<file path="src/rtl/simon_pkg.sv">
// ---------------------------------------------------------------------------
// simon_pkg
// Shared definitions for the Simon game engine:
//   - state_e     : FSM state encoding, also driven out on the debug port
//   - LFSR_SEED   : value loaded into the LFSR on reset
//   - LFSR_TAPS   : feedback mask for taps 16,14,13,11 (bits 15,13,12,10)
//   - onehot()    : button index -> one-hot LED pattern (up to 8 buttons)
// ---------------------------------------------------------------------------
package simon_pkg;

    typedef enum logic [2:0] {
        S_IDLE     = 3'd0,
        S_GEN      = 3'd1,
        S_SHOW_ON  = 3'd2,
        S_SHOW_OFF = 3'd3,
        S_WAIT_IN  = 3'd4,
        S_RELEASE  = 3'd5,
        S_ERROR    = 3'd6,
        S_WIN      = 3'd7
    } state_e;

    localparam logic [15:0] LFSR_SEED = 16'hACE1;
    localparam logic [15:0] LFSR_TAPS = 16'hB400;

    // Indices at or above num_btn produce an all-zero pattern.
    function automatic logic [7:0] onehot(input logic [2:0] idx, input int num_btn);
        logic [7:0] v;
        v = '0;
        if (int'(idx) < num_btn) begin
            v[idx] = 1'b1;
        end
        return v;
    endfunction

endpackage

</file>
<file path="src/rtl/simon_lfsr16.sv">
// ---------------------------------------------------------------------------
// simon_lfsr16
// Free-running 16-bit Fibonacci LFSR (taps 16,14,13,11), one step per clock.
// Ports:
//   clk_i  : clock
//   rst_ni : synchronous active-low reset, loads LFSR_SEED
//   rnd_o  : low OUT_W bits of the LFSR state
// ---------------------------------------------------------------------------
module simon_lfsr16
    import simon_pkg::*;
#(
    parameter int OUT_W = 16
) (
    input  logic             clk_i,
    input  logic             rst_ni,
    output logic [OUT_W-1:0] rnd_o
);

    logic [15:0] lfsr_q;
    logic        fb;

    assign fb = ^(lfsr_q & LFSR_TAPS);

    always_ff @(posedge clk_i) begin
        if (!rst_ni) begin
            lfsr_q <= LFSR_SEED;
        end else begin
            lfsr_q <= {lfsr_q[14:0], fb};
        end
    end

    assign rnd_o = lfsr_q[OUT_W-1:0];

endmodule

</file>
<file path="src/rtl/simon_core_param.sv">
// ---------------------------------------------------------------------------
// simon_core_param
// Parametrised Simon game engine: random sequence generation, timed
// playback, player-input checking, input timeout, win/lose detection.
// Everything runs on clk; game timing uses a one-cycle tick enable.
// Ports:
//   clk       : system clock
//   reset     : synchronous active-low reset
//   btn       : debounced button levels, 1 = pressed
//   led       : game LEDs, 1 = lit
//   error_led : set in ERROR, held until the next game start
//   win_led   : set in WIN, held until the next game start
//   level     : current sequence length / final score
//   state     : FSM state encoding (debug display)
//   busy      : high whenever the FSM is not in IDLE or WAIT_IN
// Optional feature macro: SIMON_SPEEDUP_EN -- once level > MAX_LEN/2 the
// playback on/off phases shrink to ceil(N/2) ticks (minimum 1).
// led/error_led/win_led/busy are registered from the current state, so they
// follow a state change by one clock.
// ---------------------------------------------------------------------------
module simon_core_param
    import simon_pkg::*;
#(
    parameter int NUM_BTN       = 4,
    parameter int MAX_LEN       = 16,
    parameter int TICK_CYCLES   = 25_000_000,
    parameter int ON_TICKS      = 2,
    parameter int OFF_TICKS     = 1,
    parameter int TIMEOUT_TICKS = 10,
    parameter int ERR_TICKS     = 4,
    localparam int CW = $clog2(NUM_BTN),
    localparam int LW = $clog2(MAX_LEN + 1)
) (
    input  logic               clk,
    input  logic               reset,
    input  logic [NUM_BTN-1:0] btn,
    output logic [NUM_BTN-1:0] led,
    output logic               error_led,
    output logic               win_led,
    output logic [LW-1:0]      level,
    output logic [2:0]         state,
    output logic               busy
);

    localparam int AW    = $clog2(MAX_LEN);
    localparam int PW    = $clog2(TICK_CYCLES);
    localparam int TM_A  = (ON_TICKS > OFF_TICKS) ? ON_TICKS : OFF_TICKS;
    localparam int TM_B  = (TIMEOUT_TICKS > ERR_TICKS) ? TIMEOUT_TICKS : ERR_TICKS;
    localparam int TMAX  = (TM_A > TM_B) ? TM_A : TM_B;
    localparam int TW    = $clog2(TMAX + 1);

    state_e             state_q;
    logic [PW-1:0]      presc_q;
    logic [TW-1:0]      tcnt_q;
    logic [LW-1:0]      level_q;
    logic [AW-1:0]      step_q;
    logic [AW-1:0]      idx_q;
    logic               btn_prev_q;
    logic [NUM_BTN-1:0] led_q;
    logic               err_q;
    logic               win_q;
    logic               busy_q;
    logic               blink_q;
    logic [CW-1:0]      seq_q [MAX_LEN];

    logic               tick;
    logic               btn_any;
    logic               press;
    logic               press_one;
    logic [CW-1:0]      press_idx;
    logic [3:0]         n_set;
    logic [CW-1:0]      lfsr_bits;
    logic [CW-1:0]      rnd;
    logic [TW-1:0]      phase_len;
    logic               phase_end;
    logic [LW-1:0]      last;
    logic [7:0]         show_oh;
    logic               unused_oh;

    simon_lfsr16 #(.OUT_W(CW)) u_lfsr (
        .clk_i  (clk),
        .rst_ni (reset),
        .rnd_o  (lfsr_bits)
    );

    // Fold an out-of-range LFSR slice back into 0..NUM_BTN-1.
    always_comb begin
        rnd = lfsr_bits;
        if ({1'b0, lfsr_bits} >= (CW+1)'(NUM_BTN)) begin
            rnd = lfsr_bits - CW'(NUM_BTN);
        end
    end

    // Pressed index is the highest set bit; press_one flags a clean single press.
    always_comb begin
        press_idx = '0;
        n_set     = '0;
        for (int i = 0; i < NUM_BTN; i++) begin
            if (btn[i]) begin
                press_idx = CW'(i);
                n_set     = n_set + 4'd1;
            end
        end
    end

    assign btn_any   = |btn;
    assign press     = btn_any & ~btn_prev_q;
    assign press_one = (n_set == 4'd1);
    assign tick      = (presc_q == PW'(TICK_CYCLES - 1));
    assign last      = level_q - LW'(1);
    assign show_oh   = onehot(3'(seq_q[step_q]), NUM_BTN);
    assign unused_oh = ^show_oh;

`ifdef SIMON_SPEEDUP_EN
    localparam int ON_FAST  = ((ON_TICKS + 1) / 2 < 1) ? 1 : (ON_TICKS + 1) / 2;
    localparam int OFF_FAST = ((OFF_TICKS + 1) / 2 < 1) ? 1 : (OFF_TICKS + 1) / 2;
    logic fast;
    assign fast = (level_q > LW'(MAX_LEN / 2));

    always_comb begin
        phase_len = TW'(TIMEOUT_TICKS);
        case (state_q)
            S_SHOW_ON:  phase_len = fast ? TW'(ON_FAST) : TW'(ON_TICKS);
            S_SHOW_OFF: phase_len = fast ? TW'(OFF_FAST) : TW'(OFF_TICKS);
            S_ERROR:    phase_len = TW'(ERR_TICKS);
            default:    phase_len = TW'(TIMEOUT_TICKS);
        endcase
    end
`else
    always_comb begin
        phase_len = TW'(TIMEOUT_TICKS);
        case (state_q)
            S_SHOW_ON:  phase_len = TW'(ON_TICKS);
            S_SHOW_OFF: phase_len = TW'(OFF_TICKS);
            S_ERROR:    phase_len = TW'(ERR_TICKS);
            default:    phase_len = TW'(TIMEOUT_TICKS);
        endcase
    end
`endif

    // tcnt_q counts ticks already seen in the phase; the Nth tick ends it.
    assign phase_end = tick && (tcnt_q == phase_len - TW'(1));

    // Sequence contents need no reset: every entry is written before it is read.
    always_ff @(posedge clk) begin
        if (reset && state_q == S_GEN) begin
            seq_q[level_q[AW-1:0]] <= rnd;
        end
    end

    always_ff @(posedge clk) begin
        if (!reset) begin
            state_q    <= S_IDLE;
            presc_q    <= '0;
            tcnt_q     <= '0;
            level_q    <= '0;
            step_q     <= '0;
            idx_q      <= '0;
            btn_prev_q <= 1'b0;
            led_q      <= '0;
            err_q      <= 1'b0;
            win_q      <= 1'b0;
            busy_q     <= 1'b0;
            blink_q    <= 1'b1;
        end else begin
            btn_prev_q <= btn_any;
            presc_q    <= tick ? '0 : presc_q + PW'(1);

            // Registered outputs, derived from the state held this cycle.
            busy_q  <= !(state_q == S_IDLE || state_q == S_WAIT_IN);
            blink_q <= (state_q == S_WIN) ? (blink_q ^ tick) : 1'b1;
            case (state_q)
                S_GEN: begin
                    led_q <= '0;
                    err_q <= 1'b0;
                    win_q <= 1'b0;
                end
                S_SHOW_ON:            led_q <= show_oh[NUM_BTN-1:0];
                S_WAIT_IN, S_RELEASE: led_q <= btn;
                S_ERROR: begin
                    led_q <= '1;
                    err_q <= 1'b1;
                end
                S_WIN: begin
                    led_q <= {NUM_BTN{blink_q}};
                    win_q <= 1'b1;
                end
                default:              led_q <= '0;
            endcase

            case (state_q)
                S_IDLE: begin
                    if (press) begin
                        level_q <= '0;
                        state_q <= S_GEN;
                    end
                end
                S_GEN: begin
                    level_q <= level_q + LW'(1);
                    step_q  <= '0;
                    tcnt_q  <= '0;
                    state_q <= S_SHOW_ON;
                end
                S_SHOW_ON: begin
                    if (phase_end) begin
                        tcnt_q  <= '0;
                        state_q <= S_SHOW_OFF;
                    end else if (tick) begin
                        tcnt_q <= tcnt_q + TW'(1);
                    end
                end
                S_SHOW_OFF: begin
                    if (phase_end) begin
                        tcnt_q <= '0;
                        if (LW'(step_q) == last) begin
                            idx_q   <= '0;
                            state_q <= S_WAIT_IN;
                        end else begin
                            step_q  <= step_q + AW'(1);
                            state_q <= S_SHOW_ON;
                        end
                    end else if (tick) begin
                        tcnt_q <= tcnt_q + TW'(1);
                    end
                end
                S_WAIT_IN: begin
                    // A press in the same cycle as a tick takes priority.
                    if (press) begin
                        tcnt_q <= '0;
                        if (press_one && press_idx == seq_q[idx_q]) begin
                            if (LW'(idx_q) == last) begin
                                state_q <= S_RELEASE;
                            end else begin
                                idx_q <= idx_q + AW'(1);
                            end
                        end else begin
                            state_q <= S_ERROR;
                        end
                    end else if (phase_end) begin
                        tcnt_q  <= '0;
                        state_q <= S_ERROR;
                    end else if (tick) begin
                        tcnt_q <= tcnt_q + TW'(1);
                    end
                end
                S_RELEASE: begin
                    if (!btn_any) begin
                        state_q <= (level_q == LW'(MAX_LEN)) ? S_WIN : S_GEN;
                    end
                end
                S_ERROR: begin
                    if (phase_end) begin
                        tcnt_q  <= '0;
                        state_q <= S_IDLE;
                    end else if (tick) begin
                        tcnt_q <= tcnt_q + TW'(1);
                    end
                end
                S_WIN: begin
                    if (press) begin
                        state_q <= S_IDLE;
                    end
                end
                default: state_q <= S_IDLE;
            endcase
        end
    end

    assign led       = led_q;
    assign error_led = err_q;
    assign win_led   = win_q;
    assign level     = level_q;
    assign state     = state_q;
    assign busy      = busy_q;

endmodule

</file>
<file path="config.mk">
export PLATFORM = sky130hd
export DESIGN_NAME = simon_core_param
export DESIGN_NICKNAME = d
export VERILOG_FILES = /design/src/rtl/simon_pkg.sv /design/src/rtl/simon_lfsr16.sv /design/src/rtl/simon_core_param.sv
export SDC_FILE = /design/constraint.sdc
export NUM_CORES = 1
export LEC_CHECK = 0
export BUFFER_PORTS_ARGS = -buffer_cell sky130_fd_sc_hd__buf_4
export CORE_MARGIN = 2
export CORE_UTILIZATION = 30
export DETAILED_ROUTE_END_ITERATION = 8
export GPL_TIMING_DRIVEN = 1
export PLACE_DENSITY_LB_ADDON = 0.2
export SLEW_MARGIN = 15
export SYNTH_ARGS = -nofsm -noshare
export SYNTH_HDL_FRONTEND = slang
export SYNTH_SLANG_ARGS = --single-unit
export TNS_END_PERCENT = 20
</file>
<file path="constraint.sdc">
create_clock -name clk -period 2.6 [get_ports clk]
set_input_delay 0.26 -clock clk [delete_from_list [all_inputs] [get_ports clk]]
set_output_delay 0.26 -clock clk [all_outputs]
set_load 0.01 [all_outputs]
</file>
==> impl_results.md <==
* Layout Nets at approximately 570
* # H-tree levels at 3
* Switching power total at roughly 1.1 mW
* Post-DR wirelength/cell at about 15 um
* Max Freq at 0.3588 GHz
* Main synth FF type: dfxtp_1
* Syn Area/Cell at just over 10 sq um
* Final setup margin at -187.1 ps
* Seq/Total Area, Yosys at between 40 and 50%
* Worst-case clock skew at approximately 7.4 ps
* Final hold slack at between 200 and 250 ps
* VDD IR max at 0.3078 mV
* Hold Buf Count CTS at 0
* Startpoint types: register
* Async set-reset flop share out of synthesis at 0%
* Seq cells post-synth at 110
* Clock share of power at a little under two fifths
* Vias in the first global route at 3787
* Clk buf depth at 2
* I/O Pins at 21
* Endpoints failing setup at 11
* Syn_nets at ~530
* Total core area at about 0.017 sq mm
* Max_cap viols at 0
* YS warnings at 0
* Later-pin clock latency in the skew report at 350 ps
* Outcome: finished, violations left
* Post-Syn Area at 0.005255 sq mm
* Part of the power in combinational logic at between 15 and 20%
* Grt ovf at 0
* Reg clk slew, reported paths at 80 ps
* Max Fanout on Critical Path at 5
* Layout cells sized above 1 at between 20% and 30%
* CTS root buf: clkbuf_16
* Minimum clock period at 2787 ps
* Total track usage at a little over an eighth
* DR vias at 3860
* Synth cell types at 60
* Number of synthesized flops with an enable pin at 32
* Initial antenna violation count at 0
* Failing checks: setup timing
* Int Pwr at approximately 2.9 mW
* Hold Fails Final Rpt at 0
* CTS buffer count at 9
* P&R area growth vs syn at 19.02%
* Antenna-violating nets left at 0
* Clock sink count at 110
* Die X at about 140 um
* DP HPWL at about 8.8 mm
* Synth Instances at between 500 and 600
* Post-route cell area at between 0.006 and 0.007 sq mm
* DIE AREA at between 0.015 and 0.02 sq mm
* Crit Path Category: register to register
* Flop pwr share at between 40 and 50%
* Crit path DAT at 3080 ps
* DRC Markers at 0
* Die Y at between 100 and 150 um
* Post-Route WL at between 10 and 15 mm
* Unrepaired setup endpoints after global routing: true
* Gpl congestion at slightly above 0.8
* Area after DPL at slightly below 0.006 sq mm
* Power Dens Cells at between 600 and 700 mW/mm^2
* Iter 0 DRT Violations at between 200 and 300
* CP Capture Type: register
* Starting Density at between 30% and 40%
* Static leakage at between 2 and 2.5 nW
* Sw Share at between 20% and 30%
* Final period util at 107.2%
* Max-slew violation count at 0
* Worst-margin pin slew at about 610 ps
* Critical Path RT at roughly 2900 ps
* Slew HR at between 50% and 60%
* 1st-pass router iterations at 4
* HP Class: input pin to register
* First-pass GRT wire length at 19.70 mm
* Antenna cells at 0
* CTS tree: yes
* Rows at 48
* Port-buffer cells at 20
* DR vias/cell at between 4 and 5
* Largest net degree at the start of global routing at 26
worst paths after layout:
kind / start / endpoint / slack [ps] / depth (start not counted)
max: register / idx_q[3] / -190 / 7
min: btn[1] / led[1] / 200 / 3
max reg2reg: register / idx_q[3] / -190 / 7
min reg2reg: u_lfsr.lfsr_q[9] / u_lfsr.lfsr_q[10] / 400 / 1
cell usage after synthesis, drive strengths merged, types with 12 or more instances:
| library cell | count | share of area, % |
|---|---|---|
| nor2 | 61 | 4.4 |
| xor2 | 22 | 3.7 |
| a21oi | 18 | 1.9 |
| inv | 13 | 0.93 |
| nand2b | 12 | 1.4 |
| o21ai | 16 | 1.5 |
| dfxtp | 78 | 30 |
| nand2 | 46 | 3.3 |
| nand3 | 20 | 2.1 |
| xnor2 | 16 | 2.7 |
| nor3 | 14 | 1.3 |
| mux4 | 20 | 9.1 |
| clkbuf | 23 | 1.6 |
| ha | 12 | 2.9 |
| edfxtp | 32 | 18 |
routing by layer:
| metal | global-route usage, % | routed length [um] | part of all wire (%) | vias to the layer above |
|---|---|---|---|---|
| met2 | 23.48 | 6067 | 50 | 56 |
| met4 | 3.472 | 159 | 1.3 | 0 |
| met3 | 3.803 | 370 | 3.1 | 12 |
| met5 | 0 | 0 | 0 | - |
| li1 | - | - | - | 1924 |
| met1 | 17.06 | 5510 | 46 | 1868 |
state kept, by name, indices dropped and copies added (netlist names), 4 cells and up, named ones only:
register / cells
presc_q: 25
seq_q: 32
level: 5
led: 4
u_lfsr.lfsr_q: 16
idx_q: 4
step_q: 4
tcnt_q: 4
cell usage in the layout, fill, tap and decap left out, types with 4 or more instances in the layout:
| cell type | count |
|---|---|
| dfxtp_1 | 76 |
| buf_4 | 59 |
| nor2_1 | 58 |
| nand2_1 | 45 |
| edfxtp_1 | 32 |
| xor2_1 | 22 |
| nand3_1 | 18 |
| a21oi_1 | 16 |
| mux4_2 | 16 |
| o21ai_0 | 15 |
| xnor2_1 | 15 |
| nor3_1 | 13 |
| inv_1 | 12 |
| nand2b_1 | 12 |
| ha_1 | 12 |
| and2_1 | 11 |
| clkbuf_16 | 9 |
| nand4_1 | 8 |
| and3_1 | 7 |
| a31oi_1 | 7 |
| or3_1 | 5 |
| nor3b_1 | 4 |
| nand3b_1 | 4 |
| mux4_1 | 4 |
worst max-delay path, cell delays in order, from the launching register on:
cell and delay (ps):
dfxtp_4 400, mux4_2 530, mux4_2 490, or4_4 440, a21oi_4 220, nand3_4 110
or4_4 450, o21ai_2 70
power groups by stage:
stage	clock network (mW)	logic (mW)	registers, mW
5_1_grt	1.56	0.678	1.88
2_1_floorplan	0	0.371	1.90
6_report	1.45	0.609	1.87
3_5_place_dp	0	0.597	1.91
3_3_place_gp	0	0.593	1.91
4_1_cts	1.50	0.604	1.87
kinds of logic after synthesis:
group	count (synthesis)	synth area share (%)
flip-flops	110	48.00
buffers and inverters	39	2.928
adder cells (fa/ha/maj)	12	2.857
AO/OA/AOI/OAI	74	9.262
XOR/XNOR	39	6.762
AND/OR/NAND/NOR	214	20.67
multiplexers	22	9.524
stage by stage:
stage	cells	setup TNS [ps]	worst slack (ps)	util (%)	power (mW)
global placement	766	-2120	-263.1	33.96	2.498
CTS	784	-1316	-185.2	35.92	3.971
detailed placement	766	-2483	-315.6	33.96	2.505
global route	785	-1951	-244.1	36.29	4.120
floorplan	510	-1110	-194.6	-	2.273
finish	785	-1163	-187.1	36.29	3.926
final cells by class:
class	instances	area, sq um
Clock inverter	7	87.58
Fill cell	1712	10980
Sequential cell	110	2527
Multi-Input combinational cell	361	2636
Inverter	14	53.80
Tap cell	225	281.5
Timing Repair Buffer	59	442.9
Clock buffer	9	225.2
repair_timing:
| action | 4_1_cts | 5_1_grt |
|---|---|---|
| setup buffers | 2 | 1 |
| endpoints found under the setup margin | 15 | 22 |
| resized for setup | 3 | 14 |
| pin swaps | 2 | 3 |
Power figures use the tool's default switching activity.
